$ cat config.mk
export PLATFORM = sky130hd
export DESIGN_NAME = dtc_eval_collector
export DESIGN_NICKNAME = d
export VERILOG_FILES = /design/src/rtl/dtc_eval_collector.sv
export SDC_FILE = /design/constraint.sdc
export NUM_CORES = 1
export LEC_CHECK = 0
export CORE_MARGIN = 2
export CORE_UTILIZATION = 59
export DETAILED_ROUTE_END_ITERATION = 16
export GPL_TIMING_DRIVEN = 1
export HOLD_SLACK_MARGIN = 0.1
export PLACE_DENSITY_LB_ADDON = 0.25
export SLEW_MARGIN = 10
export SYNTH_ARGS = -nofsm -noshare
export SYNTH_HDL_FRONTEND = slang
export SYNTH_SLANG_ARGS = --single-unit
$ cat constraint.sdc
create_clock -name clk -period 6.8 [get_ports clk]
set_input_delay 1.7 -clock clk [delete_from_list [all_inputs] [get_ports clk]]
set_output_delay 1.7 -clock clk [all_outputs]
set_load 0.01 [all_outputs]
$ cat src/rtl/dtc_eval_collector.sv
// rtl/dtc_eval_collector.sv - drive/sample harness and class histogram for a combinational decision-tree classifier
module dtc_eval_collector #(
    parameter int CNT_W  = 16,
    parameter int DT_LAT = 0
) (
    input  logic             clk,
    input  logic             rst,
    input  logic             start,
    input  logic             mode,
    input  logic             clr,
    input  logic             s_valid,
    output logic             s_ready,
    input  logic [11:0]      s_feat,
    input  logic [2:0]       s_label,
    input  logic             s_last,
    output logic [11:0]      dt_inp,
    input  logic [2:0]       dt_outp,
    output logic             busy,
    output logic             done,
    output logic             sat,
    input  logic [3:0]       rd_sel,
    output logic [CNT_W-1:0] rd_data
);
    typedef enum logic [2:0] {S_IDLE, S_SWEEP, S_STREAM, S_DRAIN, S_DONE} state_t;
    localparam logic [CNT_W-1:0] CNT_MAX = '1;

    state_t           state_q, state_d;
    logic [11:0]      idx_q, idx_d;
    logic [11:0]      dt_inp_q, dt_inp_d;
    logic [1:0]       drain_q, drain_d;
    logic             sweep_mode_q, sweep_mode_d;
    logic             sat_q, sat_d;
    logic [DT_LAT:0]  vld_q, vld_d;
    logic [2:0]       lbl_q [DT_LAT+1];
    logic [2:0]       lbl_d [DT_LAT+1];
    logic [CNT_W-1:0] cnt_q [10];   // 0-7 class counts, 8 total, 9 match
    logic [CNT_W-1:0] cnt_d [10];

    logic             idle_like;
    logic             issue;
    logic [2:0]       issue_lbl;
    logic             hit;

    assign idle_like = (state_q == S_IDLE) || (state_q == S_DONE);

    always_comb begin
        state_d      = state_q;
        idx_d        = idx_q;
        dt_inp_d     = dt_inp_q;
        drain_d      = drain_q;
        sweep_mode_d = sweep_mode_q;
        sat_d        = sat_q;
        cnt_d        = cnt_q;
        issue        = 1'b0;
        issue_lbl    = 3'd0;
        hit          = 1'b0;
        s_ready      = (state_q == S_STREAM);

        // idx_q is the next sweep vector; vector 0 is issued on the start edge itself
        case (state_q)
            S_IDLE, S_DONE: begin
                if (start) begin
                    sweep_mode_d = mode;
                    if (mode) begin
                        state_d  = S_SWEEP;
                        issue    = 1'b1;
                        dt_inp_d = 12'd0;
                        idx_d    = 12'd1;
                    end else begin
                        state_d  = S_STREAM;
                    end
                end
            end
            S_SWEEP: begin
                issue    = 1'b1;
                dt_inp_d = idx_q;
                if (idx_q == 12'hFFF) begin
                    state_d = S_DRAIN;
                    drain_d = 2'(DT_LAT);
                end else begin
                    idx_d = idx_q + 12'd1;
                end
            end
            S_STREAM: begin
                if (s_valid) begin
                    issue     = 1'b1;
                    issue_lbl = s_label;
                    dt_inp_d  = s_feat;
                    if (s_last) begin
                        state_d = S_DRAIN;
                        drain_d = 2'(DT_LAT);
                    end
                end
            end
            S_DRAIN: begin
                if (drain_q == 2'd0) state_d = S_DONE;
                else                 drain_d = drain_q - 2'd1;
            end
            default: state_d = S_IDLE;
        endcase

        vld_d[0] = issue;
        lbl_d[0] = issue_lbl;
        for (int j = 1; j <= DT_LAT; j++) begin
            vld_d[j] = vld_q[j-1];
            lbl_d[j] = lbl_q[j-1];
        end

        if (vld_q[DT_LAT]) begin
            for (int k = 0; k < 10; k++) begin
                hit = (k == 8) || (k < 8 && dt_outp == 3'(k)) ||
                      (k == 9 && !sweep_mode_q && dt_outp == lbl_q[DT_LAT]);
                if (hit) begin
                    if (cnt_q[k] == CNT_MAX) sat_d = 1'b1;
                    else                     cnt_d[k] = cnt_q[k] + 1'b1;
                end
            end
        end

        // pipeline is empty in IDLE/DONE, so clearing cannot race a sample
        if (idle_like && (start || clr)) begin
            for (int k = 0; k < 10; k++) cnt_d[k] = '0;
            sat_d = 1'b0;
        end
    end

    always_ff @(posedge clk) begin
        if (rst) begin
            state_q      <= S_IDLE;
            idx_q        <= 12'd0;
            dt_inp_q     <= 12'd0;
            drain_q      <= 2'd0;
            sweep_mode_q <= 1'b0;
            sat_q        <= 1'b0;
            vld_q        <= '0;
            for (int j = 0; j <= DT_LAT; j++) lbl_q[j] <= 3'd0;
            for (int k = 0; k < 10; k++) cnt_q[k] <= '0;
        end else begin
            state_q      <= state_d;
            idx_q        <= idx_d;
            dt_inp_q     <= dt_inp_d;
            drain_q      <= drain_d;
            sweep_mode_q <= sweep_mode_d;
            sat_q        <= sat_d;
            vld_q        <= vld_d;
            lbl_q        <= lbl_d;
            cnt_q        <= cnt_d;
        end
    end

    assign dt_inp = dt_inp_q;
    assign busy   = (state_q == S_SWEEP) || (state_q == S_STREAM) || (state_q == S_DRAIN);
    assign done   = (state_q == S_DONE);
    assign sat    = sat_q;

    always_comb begin
        rd_data = '0;
        if (rd_sel < 4'd10) rd_data = cnt_q[rd_sel];
    end
endmodule

==> Word level (Yosys, flattened, before mapping) <==
Cells that the tools add are included.
W data, S select, Z words.
{ "word_totals": {"ff_bits": 195, "inputBits": 29, "out_inout_bits": 32, "word_cells": 156} }
{ "op_classes": {"addsub": 12, "magnitude_cmp": 2, "eq_ne": 31, "mux": 49, "bitwise": 13, "n_reduce_logical": 31} }
{ "ops": {"columns": ["operator", "count"], "rows": [
  ["$add A16 B1 Y16 const B", 10],
  ["$eq A16 B16 Y1 const B", 10],
  ["$mux W12", 6],
  ["$bmux W16 S4", 1],
  ["$mux W16", 3],
  ["$pmux W12 S3", 1],
  ["$reduce_and A3 Y1", 9],
  ["$mux W1", 24],
  ["$pmux W12 S2", 1],
  ["$eq A3 B3 Y1 const B", 5],
  ["$mux W3", 5],
  ["$ne A2 B2 Y1 const B", 7],
  ["$add A12 B1 Y12 const B", 1],
  ["$eq A12 B12 Y1 const B", 1],
  ["$eq A3 B2 Y1 const B", 4],
  ["$not A1 Y1", 12],
  ["$pmux W3 S4", 1],
  ["$mux W2", 5],
  ["$reduce_and A5 Y1", 2],
  ["$reduce_and A4 Y1", 2],
  ["$eq A3 B1 Y1 const B", 2],
  ["$logic_not A3 Y1", 2],
  ["$pmux W2 S3", 1],
  ["$reduce_bool A3 Y1", 2],
  ["15 further kinds", 21]
]} }

==> Logic depth before layout (Yosys ltp) <==
Gate-level depths: netlist (run 1).
{ "logic_depth": {"word_depth": 22, "depth_mapped": 8, "ltp_nobuf": 8} }

==> Least setup slack after synthesis (run 1) <==
No wires, ideal clock.
{ "synth_path": {"path_kind": "input -> output", "from": "input port rd_sel[0]", "to": "output port rd_data[10]", "t_arrival_ns": 3.261, "slack_ns": 1.839, "path_stages": 6, "cell_sequence": "clkbuf_1 buf_2 clkbuf_1 mux2_2 a221oi_1 a21oi_1"} }
{ "synth_between": {"elab_chain_cells": 5, "elab_cells_between_ends": 6, "cone_classes": "order compare: 1; mux: 4; bitwise: 1"} }
{ "synth_lines": {"columns": ["element", "line", "rtl"], "rows": [
  ["start: declaration", "21", "input logic [3:0] rd_sel,"],
  ["$not A4 Y5 (implied by the code)", "158", "if (rd_sel < 4'd10) rd_data = cnt_q[rd_sel];"],
  ["$bmux W16 S4", "158", null],
  ["$mux W16 (implied by the code) (2 in series)", "158", null],
  ["$mux W16 (*)", "158", null],
  ["end: declaration", "22", "output logic [CNT_W-1:0] rd_data"]
]} }
Mark *: on every way between the ends. The rest lies on a longest branch, timed or not. The select of a mux whose other input is x is not followed.

==> Worst setup path in the final report (run 1) <==
{ "layout_path": {"from": "input port rd_sel[1]", "to": "output port rd_data[13]"} }
Same word-level chain as after synthesis.

==> results.txt, run 1 <==
The initial antenna violation count is 0. The number of global-route vias before repair was between 7000 and 8000. The number of CTS-inserted buffers came out at 17. The final-report setup violation count came out at 0. The number of flops mapped to enable cells by yosys came out at 0. The max-slew violation count is 0.

The instance count after placement with tap cells included came out at 1392. After clock tree synthesis, the clock-pin slew on the worst setup and hold paths is 0.07 ns. The antenna diode count is 0. In this run switching power makes up 25.9% of total power. Counting cells, the worst reg-to-reg path comes to 6. The worst pin sits at a relative slew slack of 27.2%. The number of different library cells used by synthesis comes to 56. Setup repair after global routing left no endpoint under its margin. The clock skew after layout is 0.00806 ns.

The startpoint identified for the worst hold timing path is drain_q[1]. TritonCTS built the clock tree. The area overhead of the layout relative to synthesis is 12.7%.

The net count of the finished layout came out at ~1200. The most used flip-flop cell after synthesis is sky130_fd_sc_hd__dfxtp_1. STA classifies the critical path startpoint as an input port. For this design the total switching power over the nets is 0.614 mW.

The core region is 16700 um^2. The synthesized net count came out at about 1200. The initial standard-cell utilization of the core is 60.7%. The share of the yosys chip area belonging to registers came out at 38.5%. The share of total power dissipated in sequential elements is 50.0%. The power density over cell area came out at 207 nW/um^2.

The overall die area came out at 18300 um^2. The clock tree root buffer cell is sky130_fd_sc_hd__clkbuf_16. Leaving out filler cells and counting taps, the final layout contains 1423. The fraction of layout cells with a size suffix above 1 came out at 8.56%. The number of buffers inserted by post-CTS setup repair is 0. In this run, post-CTS hold repair placed 0 buffers. The total overflow reported by the global router is 0. The horizontal die dimension came out at 135 um. The detail route stage leaves a number of antenna-violating nets equal to 0.

Setup slack on the worst reg-to-reg path comes out at approximately 4.1 ns. The total routed wirelength came out at around 25000 um. The clock period minus final worst setup slack came out at 5.94 ns. By startpoint and endpoint, the worst setup path is classified as input port to output port. The highest ir drop seen on vdd is between 0.15 and 0.2 mV. The first-pass GRT wire length came out at 41000 um.

Counting every sink on the clock net gives 195. The routability congestion estimate from global placement is 0.897. The number of DRC markers after the initial detailed-route iteration came out at 824. In the synthesized netlist, the number of instances is ~1200. The utilization after layout is 68.4%. Gates resized during post-CTS repair numbered 0. The die boundary height came out at about 140 um. For this run, the total global-route usage over all layers was measured as 28.1%. The number of placement rows is 47. The length of the first detailed-routing pass in iterations is 5.

The library cells used most frequently in the layout, excluding fill and tap cells, are sky130_fd_sc_hd__nor2_1, sky130_fd_sc_hd__dfxtp_1, sky130_fd_sc_hd__xor2_1, sky130_fd_sc_hd__nand2_1, sky130_fd_sc_hd__nand3_1. The most common library cell in the layout ignoring fill and taps is sky130_fd_sc_hd__nor2_1. After layout, the worst path uses 87.4% of the clock period. The number of port buffers came out at 60. The maximum operating frequency came out at between 150 and 200 MHz.

The combinational share of power came out at 10.7%. The flow ran to the end, and the final reports show no timing, DRC or antenna violations. The internal power contribution is 1.75 mW. In this run, synthesis produced a sequential element count of ~200. The H-tree was split into 4 levels. The via count came out at 8629. The capture point of the worst reg-to-reg path is cnt_q[54]. The portion of total power attributed to the clock network is 39.3%. The sequential cell area is 3900 um^2. The worst hold path passes through 2 cells. The arrival time of the worst setup path came out at 4.24 ns. Yosys printed 0 warnings. The number of I/O pins came out at 61. In the final layout, the multi-input gates occupy ~6000 um^2. The largest net degree at the start of global routing is 83. In this run the cell area of the synthesized design comes to 10100 um^2.

The leakage power of the design is 3.69 nW. The sum of negative setup slack came out at 0 ns. Dividing the detail-routed wire length by the instance count gives about 17 um.

The clock latency on the worst-skew pair is 0.44 ns. The worst hold path belongs to the class flop to flop. The number of vias per cell is approximately 6.1. Once detailed placement completed, the half-perimeter wirelength came to 17500 um. At the pin with the least slew margin, the transition time is 1.09 ns. The share of synthesized flip-flops with an asynchronous set or reset is 0%. For this run, design rule violations remaining after detail routing come to 0. For hold timing, the worst endpoint is drain_q[1]. The clock passes through at most 2 buffers.

The number of inserted filler cells in the final layout came out at 1376. The average cell area after synthesis is around 9 um^2. The startpoint of the worst register-to-register path is vld_q. The required time of the worst setup path is 5.10 ns. The count of final hold-check violations came out at 0.

The number of maximum-capacitance violations is 0. The kind of end point of the critical path is an output port. The highest net fanout along the worst path came out at 20.
critical path: stages:
cell	delay [ns]
sky130_fd_sc_hd__clkdlybuf4s50_1	0.43
sky130_fd_sc_hd__buf_4	0.23
sky130_fd_sc_hd__nor2_1	0.86
sky130_fd_sc_hd__a221oi_1	0.19
sky130_fd_sc_hd__a21oi_1	0.24
sky130_fd_sc_hd__clkdlybuf4s50_1	0.59
cell type report:
type | instances | share of cell area [%]
Clock buffer | 20 | 4.00
Multi-Input combinational cell | 884 | 52.0
Timing Repair Buffer | 69 | 5.91
Tap cell | 220 | 2.41
Sequential cell | 195 | 34.2
Clock inverter | 11 | 0.690
Inverter | 24 | 0.788
power by group through the flow:
stage	Sequential (mW)	Combinational [mW]	Clock, mW
6_report	1.18	0.253	0.931
5_1_grt	1.19	0.277	0.992
4_1_cts	1.18	0.254	0.943
3_5_place_dp	1.21	0.253	0
3_3_place_gp	1.21	0.249	0
2_1_floorplan	1.21	0.154	0
metrics by stage:
step                      power, mW  worst slack, ns  instance area (um^2)  hold WS (ns)
after floorplan                1.36             1.84                 10100         0.432
after global placement         1.46            0.967                 10900         0.441
after detailed placement       1.46            0.926                 10900         0.450
after CTS                      2.38            0.911                 11400         0.460
after global routing           2.45            0.725                 11400         0.484
final                          2.37            0.858                 11400         0.459
synthesized netlist by cell type, types with 4 or more instances:
cell type,count,share of area [%]
sky130_fd_sc_hd__inv_1,24,0.89
sky130_fd_sc_hd__xor2_1,91,7.9
sky130_fd_sc_hd__a211oi_1,18,1.3
sky130_fd_sc_hd__nor2_1,200,7.4
sky130_fd_sc_hd__or3_1,16,0.99
sky130_fd_sc_hd__nand4_1,54,3.3
sky130_fd_sc_hd__ha_1,12,1.5
sky130_fd_sc_hd__buf_2,8,0.39
sky130_fd_sc_hd__mux2i_1,10,0.99
sky130_fd_sc_hd__and2_1,9,0.56
sky130_fd_sc_hd__a221oi_1,17,1.5
sky130_fd_sc_hd__mux4_2,33,7.3
sky130_fd_sc_hd__a21oi_1,46,2.3
sky130_fd_sc_hd__a31oi_1,4,0.25
sky130_fd_sc_hd__nand3_1,64,3.2
sky130_fd_sc_hd__and3_1,20,1.2
sky130_fd_sc_hd__o21ai_0,19,0.94
sky130_fd_sc_hd__clkbuf_1,43,1.6
sky130_fd_sc_hd__nand2_1,87,3.2
sky130_fd_sc_hd__nor3_1,29,1.4
sky130_fd_sc_hd__nor4_1,12,0.74
sky130_fd_sc_hd__xnor2_1,56,4.8
sky130_fd_sc_hd__dfxtp_1,195,38
sky130_fd_sc_hd__and4_1,16,1.4
sky130_fd_sc_hd__mux2_2,14,1.6
sky130_fd_sc_hd__a22oi_1,12,0.89
cell families after synthesis:
| family | share of synthesized area [%] |
|---|---|
| compound gates | 9.03 |
| xor+xnor | 12.7 |
| fa+ha+maj | 1.58 |
| buf+inv | 2.95 |
| flops | 38.5 |
| mux | 9.87 |
| simple gates | 25.4 |
flip-flops by register name (all words and copies together) (netlist names):
| name | count |
|---|---|
| cnt_q | 160 |
| dt_inp | 12 |
| idx_q | 12 |
| lbl_q | 3 |
| state_q | 3 |
| drain_q | 2 |
| sat | 1 |
| sweep_mode_q | 1 |
| vld_q | 1 |
metal layers:
| layer | global-route usage [%] | wire, um | vias to the layer above |
|---|---|---|---|
| met3 | 5.07 | 1500 | 39 |
| met5 | 0 | 0 | - |
| met2 | 43.9 | 11300 | 277 |
| met1 | 39.0 | 11400 | 4125 |
| li1 | - | - | 4188 |
| met4 | 10.6 | 621 | 0 |
how the worst max path moves through the flow:
stage / startpoint / endpoint / slack (ns)
2_1_floorplan: rd_sel[0] / rd_data[10] / 1.84
3_3_place_gp: rd_sel[1] / rd_data[13] / 0.97
3_5_place_dp: rd_sel[1] / rd_data[5] / 0.93
4_1_cts: rd_sel[1] / rd_data[7] / 0.91
5_1_grt: rd_sel[1] / rd_data[7] / 0.72
6_report: rd_sel[1] / rd_data[13] / 0.86
No activity file was read; power rests on OpenSTA's default activity.
==> run 2: changes to the inputs <==
HOLD_SLACK_MARGIN = default   (was 0.1)
PLACE_DENSITY = 0.79   (was default)
PLACE_DENSITY_LB_ADDON = default   (was 0.25)
==> results.txt, run 2 (synthesis results as in run 1) <==
The total routed wirelength came out at 26000 um (+4.8%). The largest individual stage delay along the critical path comes from the cell sky130_fd_sc_hd__nor2_1. Setup repair after global routing left no endpoint under its margin. The antenna diode count is 0 (unchanged). The switching share of power came out at 27.4% (+1.5 points). The highest ir drop seen on vdd is 0.222 mV (+20%).

The initial standard-cell utilization of the core came to 60.7% (unchanged). The core area is 16700 um^2 (unchanged). The total overflow reported by the global router is 0 (unchanged).

The number of DRC markers after the initial detailed-route iteration came to 967 (+17%). The portion of total power attributed to the clock network came out at 41.0% (+1.7 points). The switching power came out at 0.667 mW (+8.7%). The run finished with clean final reports.

The highest net fanout along the worst path was 16 (-20%). The largest stage delay on the critical path is 1.01 ns (+0.15 ns). The number of I/O pins is 61 (unchanged).

The largest net degree at the start of global routing is 103 (+24%). The required time of the worst setup path came out at 5.10 ns (about the same). The sum of negative setup slack was 0 ns (unchanged). The total track usage is 29.3% (+1.2 points). The min-delay analysis places its worst path in the category flop to flop.

The net count of the finished layout came to 1231 (-0.081%). The fraction of layout cells with a size suffix above 1 is 8.65% (+0.083 points). The count of final hold-check violations was 0 (unchanged). The instance count after placement with tap cells included is 1391 (-0.072%).

The relative slew slack is 26.3% (-0.95 points). The number of CTS-inserted buffers is 17 (unchanged). The power density over cell area came to 212 nW/um^2 (+2.4%). The placed wire-length estimate came out at 19000 um (+8.7%). STA classifies the critical path startpoint as an input port.

The area overhead of the layout relative to synthesis came out at 13.0%. The critical path goes through clkdlybuf4s50_1 > nor2_1 > a221oi_1 > a21oi_1 > clkdlybuf4s50_1. The critical path is of the input port to output port type. The first-pass GRT wire length is 42200 um (+2.9%). The register ranked first by flip-flop count is cnt_q.

The maximum operating frequency is 160 MHz (-5.1%). The cell seen most often among critical-path stages is sky130_fd_sc_hd__clkdlybuf4s50_1. The die boundary height was 135 um (unchanged). In the layout the commonest cells are sky130_fd_sc_hd__nor2_1, sky130_fd_sc_hd__dfxtp_1, sky130_fd_sc_hd__xor2_1, sky130_fd_sc_hd__nand2_1, sky130_fd_sc_hd__nand3_1. The H-tree depth came out at 4 (unchanged). The number of antenna-violating nets in the routed design came to 0 (unchanged). The clock tree root buffer cell is sky130_fd_sc_hd__clkbuf_16. The combinational share of power is 10.3% (-0.4 points).

The length of the first detailed-routing pass in iterations is 6 (+1). The number of clock sinks came to 195 (unchanged). The post-place instance area is 10900 um^2 (about the same).

The number of placement rows is 47 (unchanged). The area of all placed cells without fillers came out at 11500 um^2 (+0.32%). The number of inserted filler cells in the final layout came out at 1354 (-1.6%). The sequential fraction of design power is 48.6% (-1.4 points).

The internal power contribution came out at 1.76 mW (+0.58%). The number of maximum-capacitance violations is 0 (unchanged). The final-report setup violation count was 0 (unchanged). The arrival time of the worst setup path came out at 4.56 ns (+0.32 ns). The DRC violation count after routing was 0 (unchanged).

The non-filler instance count after layout is 1423 (unchanged). The clock skew after layout is 0.0117 ns (+0.00368 ns). The worst-margin pin slew is 1.10 ns (+0.0142 ns).

The area of combinational cells with multiple inputs came out at 5950 um^2 (unchanged). The horizontal die dimension is 135 um (unchanged). The clock-pin slew on the worst setup and hold paths came out at 0.07 ns (about the same). The initial antenna violation count is 0 (unchanged). The routability congestion estimate from global placement came to 0.998 (+11%). The leakage power of the design is 3.71 nW (+0.43%). The clock latency on the worst-skew pair is 0.45 ns (about the same). The overall die area was 18300 um^2 (unchanged).

The detail-routed net length per standard cell came out at 18.3 um (+4.8%). The final clock period utilization by the worst path is 92.0% (+4.7 points). STA classifies the critical path endpoint as an output port.

The clock period minus final worst setup slack came to 6.26 ns (+0.317 ns). The number of port buffers is 60 (unchanged). The number of vias per cell is 6.15 (+1.5%). The clock tree from TritonCTS is yes. The number of global-route vias before repair is 8001 (+0.24%). The largest buffer count on any clock path came out at 2 (unchanged). Leaving out fill and tap cells, the most frequent cell in the layout is sky130_fd_sc_hd__nor2_1. The number of buffers inserted by post-CTS setup repair is 0 (unchanged). The via count is 8756 (+1.5%). The max-slew violation count was 0 (unchanged). The number of resized instances in the post-cts repair step is 0 (unchanged).

The number of flip-flops in the largest register came out at 160 (unchanged). The cts-stage hold buffer count came out at 0 (unchanged). The sequential cell area is 3900 um^2 (unchanged).
[run 2: area by class of cell]
cell class / instances / area share [%]
Clock buffer: 18 / 3.83
Clock inverter: 14 / 1.22
Inverter: 24 / 0.786
Multi-Input combinational cell: 884 / 51.9
Sequential cell: 195 / 34.1
Tap cell: 220 / 2.40
Timing Repair Buffer: 68 / 5.83
[run 2: power by group through the flow]
stage	Clock (mW)	Sequential [mW]	Combinational (mW)
after floorplan	0	1.21	0.154
after global placement	0	1.21	0.250
after detailed placement	0	1.21	0.252
after CTS	1.01	1.18	0.252
after global routing	1.05	1.19	0.276
final	0.998	1.18	0.251
[run 2: metrics by stage]
stage	utilization [%]	setup slack, ns	power [mW]	hold WS (ns)
finish	68.6	0.541	2.43	0.460
global route	68.6	0.428	2.52	0.492
CTS	68.6	0.634	2.44	0.462
detailed placement	65.2	0.655	1.46	0.452
global placement	65.2	0.665	1.46	0.443
floorplan	-	1.84	1.36	0.432
[run 2: worst max-delay path, delay by kind of cell]
family	cells	cell delay, ns
compound gates	2	0.46
buf+inv	2	1.38
simple gates	1	1.01
[run 2: per-layer routing]
| layer | GRT usage (%) | vias to the layer above | wire [um] |
|---|---|---|---|
| met3 | 7.24 | 70 | 2060 |
| met4 | 14.3 | 0 | 1190 |
| li1 | - | 4203 | - |
| met1 | 38.7 | 4132 | 10900 |
| met2 | 45.2 | 351 | 11800 |
| met5 | 0 | - | 0 |
[run 2: worst paths after layout]
path	start	slack (ns)	end	cells past startpoint
setup / recovery	rd_sel[1]	0.54	rd_data[5]	5
hold / removal	drain_q[1]	0.46	drain_q[1]	2
setup reg to reg	vld_q	4.16	cnt_q[54]	6
hold reg to reg	drain_q[1]	0.46	drain_q[1]	2
